--- src/rtl/tqvp_hx2003_pulse_transmitter_gen2.sv ---
`timescale 1ns/1ps
// TinyQV pulse-train peripheral (gen2): plays 2-bit symbols from DATA memory on uo_out[2],
// each symbol timed from a main or auxiliary duration table, with optional carrier.
module tqvp_hx2003_pulse_transmitter_gen2 #(
  parameter int DEPTH_WORDS = 8,
  parameter int DUR_W       = 8
) (
  input  logic        clk,
  input  logic        rst_n,
  input  logic [7:0]  ui_in,
  output logic [7:0]  uo_out,
  input  logic [5:0]  address,
  input  logic [31:0] data_in,
  input  logic [1:0]  data_write_n,
  input  logic [1:0]  data_read_n,
  output logic [31:0] data_out,
  output logic        data_ready,
  output logic        user_interrupt
);
  localparam int PCW = $clog2(DEPTH_WORDS * 16);
  localparam int AW  = $clog2(DEPTH_WORDS);
  localparam int TW  = DUR_W + 16;

  typedef enum logic [1:0] {IDLE, FETCH, RUN} state_t;

  // Configuration registers
  logic [6:0]     ctrl_q;
  logic [PCW-1:0] end_pc_q, loop_pc_q;
  logic [7:0]     repeat_q;
  logic [3:0]     main_presc_q, aux_presc_q;
  logic [15:0]    half_period_q;
  logic [7:0]     aux_mask_q;
  logic [31:0]    main_low_q, main_high_q, aux_low_q, aux_high_q;
  logic [31:0]    mem_q [DEPTH_WORDS];

  // Sequencer state
  state_t         state_q, state_d;
  logic [PCW-1:0] pc_q, pc_d;
  logic [7:0]     loops_left_q, loops_left_d;
  logic           level_q, level_d;
  logic [TW-1:0]  timer_q, timer_d;
  logic           start_prev_q;
  logic           done_q, loop_q;
  logic [15:0]    car_cnt_q;
  logic           car_q;

  logic           wr_en, wr_status, wr_data;
  logic [3:0]     reg_sel;
  logic           start, start_edge, busy;
  logic           set_done, set_loop, start_clr;
  logic           clr_done, clr_loop;

  assign wr_en      = (data_write_n == 2'b10);
  assign reg_sel    = address[5:2];
  assign wr_status  = wr_en && (reg_sel == 4'd7);
  assign wr_data    = wr_en && address[5];
  assign clr_done   = wr_status && data_in[1];
  assign clr_loop   = wr_status && data_in[2];
  assign start      = ctrl_q[0];
  assign start_edge = start && !start_prev_q;
  assign busy       = (state_q == RUN);

  always_ff @(posedge clk or negedge rst_n) begin
    if (!rst_n) begin
      ctrl_q        <= '0;
      end_pc_q      <= '0;
      loop_pc_q     <= '0;
      repeat_q      <= '0;
      main_presc_q  <= '0;
      aux_presc_q   <= '0;
      half_period_q <= '0;
      aux_mask_q    <= '0;
      main_low_q    <= '0;
      main_high_q   <= '0;
      aux_low_q     <= '0;
      aux_high_q    <= '0;
    end else if (wr_en) begin
      case (reg_sel)
        4'd0: ctrl_q <= data_in[6:0];
        4'd1: begin
          end_pc_q     <= data_in[PCW-1:0];
          loop_pc_q    <= data_in[8 +: PCW];
          repeat_q     <= data_in[23:16];
          main_presc_q <= data_in[27:24];
          aux_presc_q  <= data_in[31:28];
        end
        4'd2: begin
          half_period_q <= data_in[15:0];
          aux_mask_q    <= data_in[23:16];
        end
        4'd3: main_low_q  <= data_in;
        4'd4: main_high_q <= data_in;
        4'd5: aux_low_q   <= data_in;
        4'd6: aux_high_q  <= data_in;
        default: ;
      endcase
    end
  end

  always_ff @(posedge clk or negedge rst_n) begin
    if (!rst_n) begin
      for (int i = 0; i < DEPTH_WORDS; i++) mem_q[i] <= '0;
    end else if (wr_data) begin
      mem_q[address[AW+1:2]] <= data_in;
    end
  end

  // Symbol lookup: FETCH reads the current pc, RUN looks ahead to the successor
  // so the next symbol is loaded on the expiry edge with no idle gap.
  logic           at_end, do_loop;
  logic [PCW-1:0] pc_adv, fetch_pc;
  logic [31:0]    fetch_word;
  logic [1:0]     fetch_sym;
  logic           fetch_aux;
  logic [15:0]    fetch_dur_raw;
  logic [DUR_W-1:0] fetch_dur;
  logic [3:0]     fetch_presc;
  logic [TW-1:0]  fetch_len, fetch_len_m1;

  assign at_end   = (pc_q == end_pc_q);
  assign do_loop  = ctrl_q[1] && ((repeat_q == 8'd0) || (loops_left_q != 8'd0));
  assign pc_adv   = at_end ? loop_pc_q : pc_q + PCW'(1);
  assign fetch_pc = (state_q == RUN) ? pc_adv : pc_q;

  always_comb begin
    fetch_word    = mem_q[fetch_pc[PCW-1:4]];
    fetch_sym     = fetch_word[{fetch_pc[3:0], 1'b0} +: 2];
    fetch_aux     = (fetch_pc < PCW'(8)) && aux_mask_q[fetch_pc[2:0]];
    fetch_presc   = fetch_aux ? aux_presc_q : main_presc_q;
    fetch_dur_raw = '0;
    case (fetch_sym)
      2'd0: fetch_dur_raw = fetch_aux ? aux_low_q[15:0]   : main_low_q[15:0];
      2'd1: fetch_dur_raw = fetch_aux ? aux_low_q[31:16]  : main_low_q[31:16];
      2'd2: fetch_dur_raw = fetch_aux ? aux_high_q[15:0]  : main_high_q[15:0];
      default: fetch_dur_raw = fetch_aux ? aux_high_q[31:16] : main_high_q[31:16];
    endcase
    fetch_dur    = fetch_dur_raw[DUR_W-1:0];
    fetch_len    = (TW'(fetch_dur) + TW'(1)) << fetch_presc;
    fetch_len_m1 = fetch_len - TW'(1);
  end

  always_comb begin
    state_d      = state_q;
    pc_d         = pc_q;
    loops_left_d = loops_left_q;
    level_d      = level_q;
    timer_d      = timer_q;
    set_done     = 1'b0;
    set_loop     = 1'b0;
    start_clr    = 1'b0;
    case (state_q)
      IDLE: begin
        pc_d = '0;
        if (start_edge) begin
          state_d      = FETCH;
          loops_left_d = repeat_q;
          start_clr    = 1'b1;
        end
      end
      FETCH: begin
        level_d = fetch_sym[1];
        timer_d = fetch_len_m1;
        state_d = RUN;
      end
      RUN: begin
        if (timer_q != '0) begin
          timer_d = timer_q - TW'(1);
        end else if (at_end && !do_loop) begin
          state_d  = IDLE;
          pc_d     = '0;
          set_done = 1'b1;
        end else begin
          pc_d    = pc_adv;
          level_d = fetch_sym[1];
          timer_d = fetch_len_m1;
          if (at_end) begin
            set_loop = 1'b1;
            if (repeat_q != 8'd0) loops_left_d = loops_left_q - 8'd1;
          end
        end
      end
      default: state_d = IDLE;
    endcase
    // Clearing start aborts silently from any state.
    if (!start) begin
      state_d      = IDLE;
      pc_d         = '0;
      loops_left_d = loops_left_q;
      set_done     = 1'b0;
      set_loop     = 1'b0;
    end
  end

  always_ff @(posedge clk or negedge rst_n) begin
    if (!rst_n) begin
      state_q      <= IDLE;
      pc_q         <= '0;
      loops_left_q <= '0;
      level_q      <= 1'b0;
      timer_q      <= '0;
      start_prev_q <= 1'b0;
      done_q       <= 1'b0;
      loop_q       <= 1'b0;
    end else begin
      state_q      <= state_d;
      pc_q         <= pc_d;
      loops_left_q <= loops_left_d;
      level_q      <= level_d;
      timer_q      <= timer_d;
      start_prev_q <= start;
      // A flag being set wins over a simultaneous write-1-to-clear.
      done_q       <= set_done | (done_q & ~clr_done & ~start_clr);
      loop_q       <= set_loop | (loop_q & ~clr_loop & ~start_clr);
    end
  end

  always_ff @(posedge clk or negedge rst_n) begin
    if (!rst_n) begin
      car_cnt_q <= '0;
      car_q     <= 1'b0;
    end else if (!busy) begin
      car_cnt_q <= '0;
      car_q     <= 1'b0;
    end else if (car_cnt_q == half_period_q) begin
      car_cnt_q <= '0;
      car_q     <= ~car_q;
    end else begin
      car_cnt_q <= car_cnt_q + 16'd1;
    end
  end

  logic mod, pulse;
  assign mod            = ctrl_q[4] ? (level_q & car_q) : level_q;
  assign pulse          = (busy ? mod : ctrl_q[2]) ^ ctrl_q[3];
  assign uo_out         = {5'b0, pulse, busy & car_q, 1'b0};
  assign data_ready     = 1'b1;
  assign user_interrupt = (done_q & ctrl_q[5]) | (loop_q & ctrl_q[6]);

  always_comb begin
    data_out = '0;
    case (reg_sel)
      4'd0: data_out[6:0] = ctrl_q;
      4'd1: begin
        data_out[PCW-1:0]  = end_pc_q;
        data_out[8 +: PCW] = loop_pc_q;
        data_out[23:16]    = repeat_q;
        data_out[27:24]    = main_presc_q;
        data_out[31:28]    = aux_presc_q;
      end
      4'd2: data_out[23:0] = {aux_mask_q, half_period_q};
      4'd3: data_out = main_low_q;
      4'd4: data_out = main_high_q;
      4'd5: data_out = aux_low_q;
      4'd6: data_out = aux_high_q;
      4'd7: begin
        data_out[0]        = busy;
        data_out[1]        = done_q;
        data_out[2]        = loop_q;
        data_out[8 +: PCW] = pc_q;
        data_out[23:16]    = loops_left_q;
      end
      default: data_out = mem_q[address[AW+1:2]];
    endcase
  end

  logic unused_ok;
  assign unused_ok = ^{ui_in, data_read_n, address[1:0], fetch_dur_raw};

endmodule

--- config.mk ---
export PLATFORM = sky130hd
export DESIGN_NAME = tqvp_hx2003_pulse_transmitter_gen2
export DESIGN_NICKNAME = d
export VERILOG_FILES = /design/src/rtl/tqvp_hx2003_pulse_transmitter_gen2.sv
export SDC_FILE = /design/constraint.sdc
export NUM_CORES = 1
export LEC_CHECK = 0
export ABC_AREA = 1
export ABC_CLOCK_PERIOD_IN_PS = 12600
export CAP_MARGIN = 0
export CORE_MARGIN = 1
export CORE_UTILIZATION = 52
export DETAILED_ROUTE_END_ITERATION = 8
export GPL_TIMING_DRIVEN = 0
export PLACE_DENSITY = 0.69
export SLEW_MARGIN = 10
export SYNTH_ARGS = -nofsm -noshare
export SYNTH_HDL_FRONTEND = slang
export SYNTH_SLANG_ARGS = --single-unit
--- constraint.sdc ---
create_clock -name clk -period 12.6 [get_ports clk]
set_input_delay 2.52 -clock clk [delete_from_list [all_inputs] [get_ports clk]]
set_output_delay 2.52 -clock clk [all_outputs]
set_load 0.02 [all_outputs]
## After elaboration in Yosys (flattened, before gate mapping)

Index checks and enable logic that the tools add are counted.

| storage, ports and cells | value |
|---|---|
| bits in registers | 507 |
| latch bits | 0 |
| bits in writable memories | 0 |
| memory bits (read-only) | 0 |
| input bits | 52 |
| output and inout port bits | 42 |
| word-level logic and storage cells | 185 |
| memories | 0 |

| operators by class | value |
|---|---|
| add/subtract/negate cells | 6 |
| $mul | 0 |
| div/mod/pow operators | 0 |
| magnitude comparators | 5 |
| equal/unequal tests | 25 |
| shifts and indexed selects | 2 |
| mux-type cells | 64 |
| bitwise logic cells | 18 |
| reductions and logical operators | 35 |

Operators by type and width:

| kind | number |
|---|---|
| 256-bit bitwise mux | 1 |
| 32-bit binary-select mux with 3-bit select | 2 |
| 32-bit two-way mux | 5 |
| 32-bit demux with 3-bit select | 1 |
| 8-bit two-way mux | 9 |
| 8-bit one-hot mux with 8 select lines | 1 |
| 7-bit one-hot mux with 8 select lines | 1 |
| 24-bit two-way mux | 2 |
| 24-bit one-hot mux with 2 select lines | 1 |
| 8-bit one-hot mux with 6 select lines | 1 |
| 24-bit by 1-bit subtractor with 24-bit output (second input constant) | 2 |
| 7-bit two-way mux | 5 |
| 16-bit two-way mux | 2 |
| 4-bit one-hot mux with 8 select lines | 1 |
| 32-bit by 6-bit indexed part select with 2-bit output | 1 |
| 3-bit one-hot mux with 8 select lines | 1 |
| 8-bit one-hot mux with 3 select lines | 1 |
| 24-bit nonzero test | 1 |
| 9-bit by 4-bit << shifter with 24-bit output | 1 |
| 1-bit two-way mux | 18 |
| 2-bit AND reduction | 9 |
| 16-bit by 1-bit adder with 16-bit output (second input constant) | 1 |
| 16-bit == test | 1 |
| 4-bit by 3-bit == test with 1-bit output (second input constant) | 4 |
| other kinds (41) | 83 |

## Logic depth before layout (Yosys ltp)

| depth | value |
|---|---|
| word-level depth | 16 |
| gate-level depth with buffers | 48 |
| mapped depth without buffers | 46 |

## Least setup slack after synthesis

Ideal clock, no wire load.

| timing path | value |
|---|---|
| kind | input to output |
| start | input port address[3] |
| end | output port data_out[13] |
| arrival time | 4213 ps |
| setup slack | 5867 ps |
| stages on the path | 9 |
| buffers on the path | 3 |
| path through | inv_1 > nor2_1 > clkbuf_1 > nand2_1 > inv_1 > clkbuf_1 > clkbuf_1 > a221oi_1 > a32oi_1 |

| on the way | value |
|---|---|
| longest elaborated chain between the ends | 5 |

Ends and longest elaborated chain:

| item | line | RTL |
|---|---|---|
| start, declared | 12 | `input logic [5:0] address,` |
| 3-bit NOT with 4-bit output (implied by the code) | 262 | `default: data_out = mem_q[address[AW+1:2]];` |
| 32-bit binary-select mux with 3-bit select | 262 |  |
| 32-bit two-way mux (implied by the code) (2 in series) | 262 |  |
| 7-bit one-hot mux with 8 select lines (*) | 241 | `case (reg_sel)` |
| end, declared | 16 | `output logic [31:0] data_out,` |

Every way passes the cells marked *; elsewhere a longest branch is shown, timed or not. The select of a mux whose other input is x is not followed.

## Worst setup path in the final report

| timing path | value |
|---|---|
| start | input port address[2] |
| end | output port data_out[18] |

| on the way | value |
|---|---|
| longest elaborated chain between the ends | 5 |

Ends and longest elaborated chain:

| item | line |
|---|---|
| 3-bit NOT with 4-bit output (implied by the code) | 262 |
| 32-bit binary-select mux with 3-bit select | 262 |
| 32-bit two-way mux (implied by the code) (2 in series) | 262 |
| 8-bit one-hot mux with 8 select lines (*) | 241 |

Marked as above.

==> impl_metrics.py <==
metrics = {
    "synth": {
        "syn_area_per_cell_um2": 7.20,
        "syn_area_mm2": 0.0291,
        "syn_inst": 4041,
        "synth_warnings": 0,
        "async_flop_share": 1.00,
        "synth-edff-count": 0,
        "ys_ff_latch": 507,
        "synth_area_leaders": "dfrtp_1 44%, nand2_1 16%, o21ai_0 9.5%",
        "synth-seq-area-share": 0.436,
        "netlist.area_leader.share": 0.436,
        "yosysTopAreaCell": "dfrtp_1",
        "synth_cell_types": 57,
        "synth_flop_cell": "dfrtp_1",
    },
    "floorplan": {
        "rows": 86,
        "io_pins": 94,
        "core_area_mm2": 0.0552,
        "start_util": 0.527,
        "chipWidth_um": 239,
        "die_h_um": 239,
        "dieArea_mm2": 0.0569,
    },
    "sta": {
        "slew_headroom": 0.189,
        "fmax_ghz": 0.0996,
        "maxSlewViolCount": 0,
        "fin_crit_ns": 10.04,
        "skew_ns": 0.0201,
        "finalSetupViolations": 0,
        "worst_pin_slew_ns": 1.21,
        "finalHoldViolCount": 0,
        "hold-worst-slack_ns": 0.484,
        "rsz0062_at_grt": "false",
        "period_share": 0.797,
    },
    "clock_tree": {
        "clock_latency_ns": 0.64,
        "cts_buffer_depth": 3,
        "clock_sinks": 507,
        "ctsHoldBuffers": 0,
        "clk_pin_slew_ns": 0.06,
        "root_buffer": "clkbuf_16",
        "post_cts_resized": 0,
        "cts_tree": "yes",
        "h-tree-depth": 2,
        "cts_made_buffers": 55,
        "postCtsSetupBuffers": 0,
    },
    "job": {
        "maxCapViolCount": 0,
    },
    "worst_setup_path": {
        "worst-setup-path-type": "in2out",
        "rr_worst_depth": 40,
        "worstPathRequired_ns": 10.08,
        "start_kind": "primary input",
        "crit_fanout": 10,
        "arrival_ns": 7.52,
        "end_kind": "primary output",
    },
    "drt": {
        "wl_per_cell_um": 25.6,
        "drtIter0Drc": 4658,
        "routed_wl_um": 127000,
        "antenna_left": 0,
        "routed_via_density": 6.19,
        "firstDrtPassIters": 9,
        "drc_errors": 0,
        "num_vias": 30787,
    },
    "cells_and_area": {
        "area_growth_pct": 12.6,
        "utilization": 0.594,
        "diodes": 0,
        "fillerInstances": 5348,
        "drive_gt1_frac": 0.0620,
        "final_cell_mix": "1211 x nand2_1, 554 x o21ai_0, 507 x dfrtp_1",
        "layout_commonest_cell": "nand2_1",
        "nNetsFinal": 4245,
    },
    "min_path": {
        "hp-class": "reg2reg",
        "min_delay_path_depth": 2,
    },
    "pwr": {
        "power.density_mw_per_mm2": 180,
        "p_total_mw": 5.91,
        "p_leak_nw": 15.5,
        "ir_worst_vdd_uv": 142,
    },
    "place": {
        "dp_hpwl_um": 95000,
        "io_buffers": 74,
        "place_congestion": 1.08,
    },
    "run_status": {
        "status": "completed",
    },
    "global_route": {
        "grt_pass1_vias": 28364,
        "grt_pass1_wl_um": 186000,
        "grt.total_usage": 0.448,
        "grt_max_degree": 107,
        "antenna_found_initial": 2,
        "gr-total-overflow": 0,
    },
}
area by class of cell:
| type | count | area (µm²) | share of cell area |
|---|---|---|---|
| inverters | 456 | 1710 | 0.0522 |
| repair buffers | 80 | 891 | 0.0272 |
| well taps | 748 | 936 | 0.0286 |
| flip-flops and latches | 507 | 12700 | 0.387 |
| clock buffers | 85 | 1590 | 0.0485 |
| clock inverters | 14 | 234 | 0.00714 |
| plain buffers | 260 | 1170 | 0.0357 |
| multi-input cells | 2823 | 13500 | 0.413 |
worst max-delay path: stages:
cell	delay [ns]
clkdlybuf4s50_1	0.60
inv_1	0.07
nor2_1	0.91
nand2_1	0.74
clkinv_1	0.43
clkbuf_1	0.76
nand2_1	0.09
o21ai_0	0.13
a2111oi_0	0.18
o21ai_0	0.36
clkdlybuf4s50_1	0.73
metrics by stage:
| stage | instance area, µm² | std cells | TNS, ns | setup slack [ns] |
|---|---|---|---|---|
| 3_3_place_gp | 30800 | 4868 | -7038.12 | -13.95 |
| 5_1_grt | 32800 | 4973 | 0 | 2.53 |
| 2_1_floorplan | 29100 | 4046 | 0 | 5.87 |
| 3_5_place_dp | 30900 | 4874 | 0 | 2.85 |
| 6_report | 32800 | 4973 | 0 | 2.56 |
| 4_1_cts | 32800 | 4973 | 0 | 2.85 |
state kept, by name (all words and copies together) (netlist names), 16 cells and up:
| name | flops |
|---|---|
| timer_q | 24 |
| aux_low_q | 32 |
| car_cnt_q | 16 |
| aux_high_q | 32 |
| main_low_q | 32 |
| main_high_q | 32 |
| mem_q | 256 |
| half_period_q | 16 |
power breakdown:
part           internal [mW]  switching (mW)  leakage, nW  total, mW
combinational          0.621            1.41         8.06       2.04
sequential              1.95           0.238         6.55       2.18
clock                  0.985           0.703        0.887       1.69
total                   3.55            2.35         15.5       5.91
synth_stat cells, types with 3 or more instances:
library cell,number
nand2_1,1211
o21ai_0,554
dfrtp_1,507
inv_1,419
nand3_1,336
clkbuf_1,187
nor2_1,182
o22ai_1,111
a21oi_1,80
a221oi_1,43
buf_2,40
o211ai_1,35
o31ai_1,34
inv_2,31
o21ai_1,30
nand3_2,21
nand2_2,17
nand4_1,15
xor2_1,15
buf_4,14
buf_6,12
nor2_4,11
nor3_1,11
xnor2_1,11
a2111oi_0,10
ha_1,10
nor2_2,9
a31oi_1,7
buf_1,7
a211oi_1,6
clkinv_1,6
nor4_1,6
o221ai_1,6
nand2_4,5
a22oi_1,4
o21ai_2,4
o311ai_0,4
a22o_1,3
o2111ai_1,3
or2_2,3
cell families after synthesis:
| logic type | share of synthesized area |
|---|---|
| xor+xnor | 0.00783 |
| compound gates | 0.185 |
| flops | 0.436 |
| buf+inv | 0.0990 |
| other cells | 0.000258 |
| simple gates | 0.267 |
| fa+ha+maj | 0.00430 |
path summary, 6_finish.rpt:
check | from | end | slack [ns]
min | mem_q[109]$_DFFE_PN0P_ | mem_q[109]$_DFFE_PN0P_ | 0.48
max reg2reg | pc_q[0]$_DFFE_PN0P_ | timer_q[13]$_DFFE_PN0P_ | 5.83
min reg2reg | mem_q[109]$_DFFE_PN0P_ | mem_q[109]$_DFFE_PN0P_ | 0.48
max in group asynchronous | rst_n | timer_q[17]$_DFFE_PN0P_ | 9.07
min in group asynchronous | rst_n | mem_q[9]$_DFFE_PN0P_ | 1.78
max | address[2] | data_out[18] | 2.56
metal layers:
metal	track usage	up-vias	part of all wire
met4	0.235	0	0.062
met3	0.139	453	0.14
met1	0.622	14696	0.40
met2	0.625	2083	0.40
met5	0	-	0
li1	-	13555	-
No activity file was read; power rests on OpenSTA's default activity.
==> patch (same flow settings) <==
Take the reset off `pc_q` and load it in a clocked block of its own.
--- a/src/rtl/tqvp_hx2003_pulse_transmitter_gen2.sv
+++ b/src/rtl/tqvp_hx2003_pulse_transmitter_gen2.sv
@@ -194,7 +194,6 @@
   always_ff @(posedge clk or negedge rst_n) begin
     if (!rst_n) begin
       state_q      <= IDLE;
-      pc_q         <= '0;
       loops_left_q <= '0;
       level_q      <= 1'b0;
       timer_q      <= '0;
@@ -203,7 +202,6 @@
       loop_q       <= 1'b0;
     end else begin
       state_q      <= state_d;
-      pc_q         <= pc_d;
       loops_left_q <= loops_left_d;
       level_q      <= level_d;
       timer_q      <= timer_d;
@@ -212,6 +210,10 @@
       done_q       <= set_done | (done_q & ~clr_done & ~start_clr);
       loop_q       <= set_loop | (loop_q & ~clr_loop & ~start_clr);
     end
+  end
+
+  always_ff @(posedge clk) begin
+    pc_q <= pc_d;
   end
 
   always_ff @(posedge clk or negedge rst_n) begin
Function: not settled (the Yosys comparison gave no result); the edit may change what the design does.
==> patch against the original RTL <==
Core utilization increased by 0.16 points. Setup slack improved by 380 ps. Die area decreased by 2.9%. Area after synthesis decreased by 2.9%. Fmax increased by 3.9%. Wire length increased by 3.8%. Largest power group unchanged. Final area decreased by 2.4%. Power increased by 1.2%. Sequential cell count unchanged.
==> patch: results (changes against the original RTL) <==
| Metric | Value |
|---|---|
| Outcome | `finished, final reports clean` |
| Vias post-DR | `30550 (-0.78%)` |
| Met1 WL | `51.49 mm (+1.1%)` |
| Number of fill cells in the layout | `5123 (-4.2%)` |
| Post-CTS Setup Inserts | `0 (unchanged)` |
| First-pass GRT wire length | `190.5 mm (+2.6%)` |
| Compound-Gate Fraction of Synth Area | `17.18% (-1.4 points)` |
| Final nets | `3987 (-6.1%)` |
| CTS root buf | `clkbuf_16` |
| IR drop worst, VDD | `114.4 uV (-19%)` |
| Hold WC Path Type | `flip-flop to flip-flop` |
| DR iter-0 viols | `4688 (+0.64%)` |
| Met2 wire length | `51.76 mm (+0.95%)` |
| Vias per cell | `6.545 (+5.7%)` |
| Syn Area/Cell | `7.464 um^2 (+3.7%)` |
| Sequential share of the synthesized area | `44.81% (+1.2 points)` |
| Hold_sp | `aux_presc_q[0]$_DFFE_PN0P_` |
| Number of distinct library cells after synthesis | `61 (+7.0%)` |
| Top sig layer | `met5` |
| Antenna violations before repair | `5 (+3)` |
| Number of global-route vias before repair | `28200 (-0.58%)` |
| Ys flop type | `dfrtp_1` |
| Reg-to-reg slack, setup | `5420 ps (-410 ps)` |
| Leak | `14.55 nW (-6.1%)` |
| PostCTS Resize Cnt | `0 (unchanged)` |
| Worst skew pair latency | `650 ps` |
| P_comb | `0.00194 W (-5%)` |
| Share of cells above drive strength 1 | `6.704% (+0.50 points)` |
| Clk pwr | `0.00178 W (+5%)` |
| Worst reg2reg startpoint | `state_q[0]$_DFFE_PN0P_` |
| DP HPWL | `95.60 mm (+0.65%)` |
| Metal3 WL | `20.08 mm (+15%)` |
| Critical path peak fanout | `10 (unchanged)` |
| Slew HR | `4.396% (-14 points)` |
| CP arrival | `7150 ps (-370 ps)` |
| Switching Fraction | `39.78% (-0.092 points)` |
| WL/cell | `28.37 um (+11%)` |
| Buffers on Ports | `74 (unchanged)` |
| Inst Count DP | `4564 (-6.4%)` |
| FF-to-FF path depth | `36 (-10%)` |
| Xor-xnor portion of the synthesized cell area | `0.9306% (+0.15 points)` |
| Adder and majority cell fraction of the synthesized area | `0.4431% (+0.013 points)` |
| Synth area leaders | `dfrtp_1, nand2_1, nand3_1, o21ai_0, a22oi_1` |
| GR Util All Layers | `47.27% (+2.5 points)` |
| Ys async rst share | `98.62% (-1.4 points)` |
| Slowest CP cell | `clkbuf_1` |
| RePlAce Congestion | `1.056 (-2.2%)` |
| Largest stage delay, worst path | `780 ps (-130 ps)` |
| PwrDens | `187.0 mW/mm^2 (+3.7%)` |
| Most common library cells after synthesis | `nand2_1, nand3_1, dfrtp_1, o21ai_0, inv_1` |
| Largest net degree at the start of global routing | `111 (+3.7%)` |
| Hold EP | `aux_presc_q[0]$_DFFE_PN0P_` |
| R2r endpoint | `timer_q[18]$_DFFE_PN0P_` |
| Setup Skew | `43.57 ps (+23.50 ps)` |
## patch: stage by stage
step / hold WS [ps] / setup TNS [ps] / area (um^2) / utilization, % / setup slack [ps]
global placement: 465.9 / -6716630 / 29870 / 55.61 / -13500
CTS: 487.7 / 0 / 31960 / 59.51 / 3289
global route: 502.7 / 0 / 31960 / 59.51 / 3088
floorplan: 449.0 / 0 / 28250 / - / 5927
finish: 485.8 / 0 / 31970 / 59.52 / 2931
detailed placement: 472.7 / 0 / 30030 / 55.91 / 3313
## patch: routing by layer
metal | GRT usage (%) | vias to the layer above
li1 | - | 13020
met1 | 64.56 | 14520
met2 | 63.55 | 2446
met3 | 17.46 | 555
met4 | 28.07 | 4
met5 | 0 | -
## patch: final cells by class
cell class	count	area, um^2	area share, %
multi-input combinational	2787	13510	42.25
sequential	507	12650	39.58
clock buffer	75	1584	4.955
buffer	266	1246	3.898
timing repair buffer	80	894.6	2.799
tap	696	870.8	2.724
inverter	228	855.8	2.677
clock inverter	25	349.1	1.092
antenna	3	7.507	0.02348
## patch: worst reg2reg max path: cells and delay by family (launching register included)
| family | cells | cell delay, ps |
|---|---|---|
| flops | 1 | 400 |
| fa+ha+maj | 2 | 620 |
| simple gates | 29 | 3930 |
| buf+inv | 4 | 1550 |
| compound gates | 1 | 570 |
## patch: how the worst max path moves through the flow
| stage | from | to | slack [ps] | cells after the start |
|---|---|---|---|---|
| after detailed placement | address[4] | data_out[17] | 3310 | 11 |
| after floorplan | address[4] | data_out[16] | 5930 | 8 |
| final | address[4] | data_out[17] | 2930 | 11 |
| after CTS | address[4] | data_out[17] | 3290 | 11 |
| after global placement | rst_n | main_low_q[24]$_DFFE_PN0P_ | -13500 | 1 |
| after global routing | address[4] | data_out[2] | 3090 | 11 |
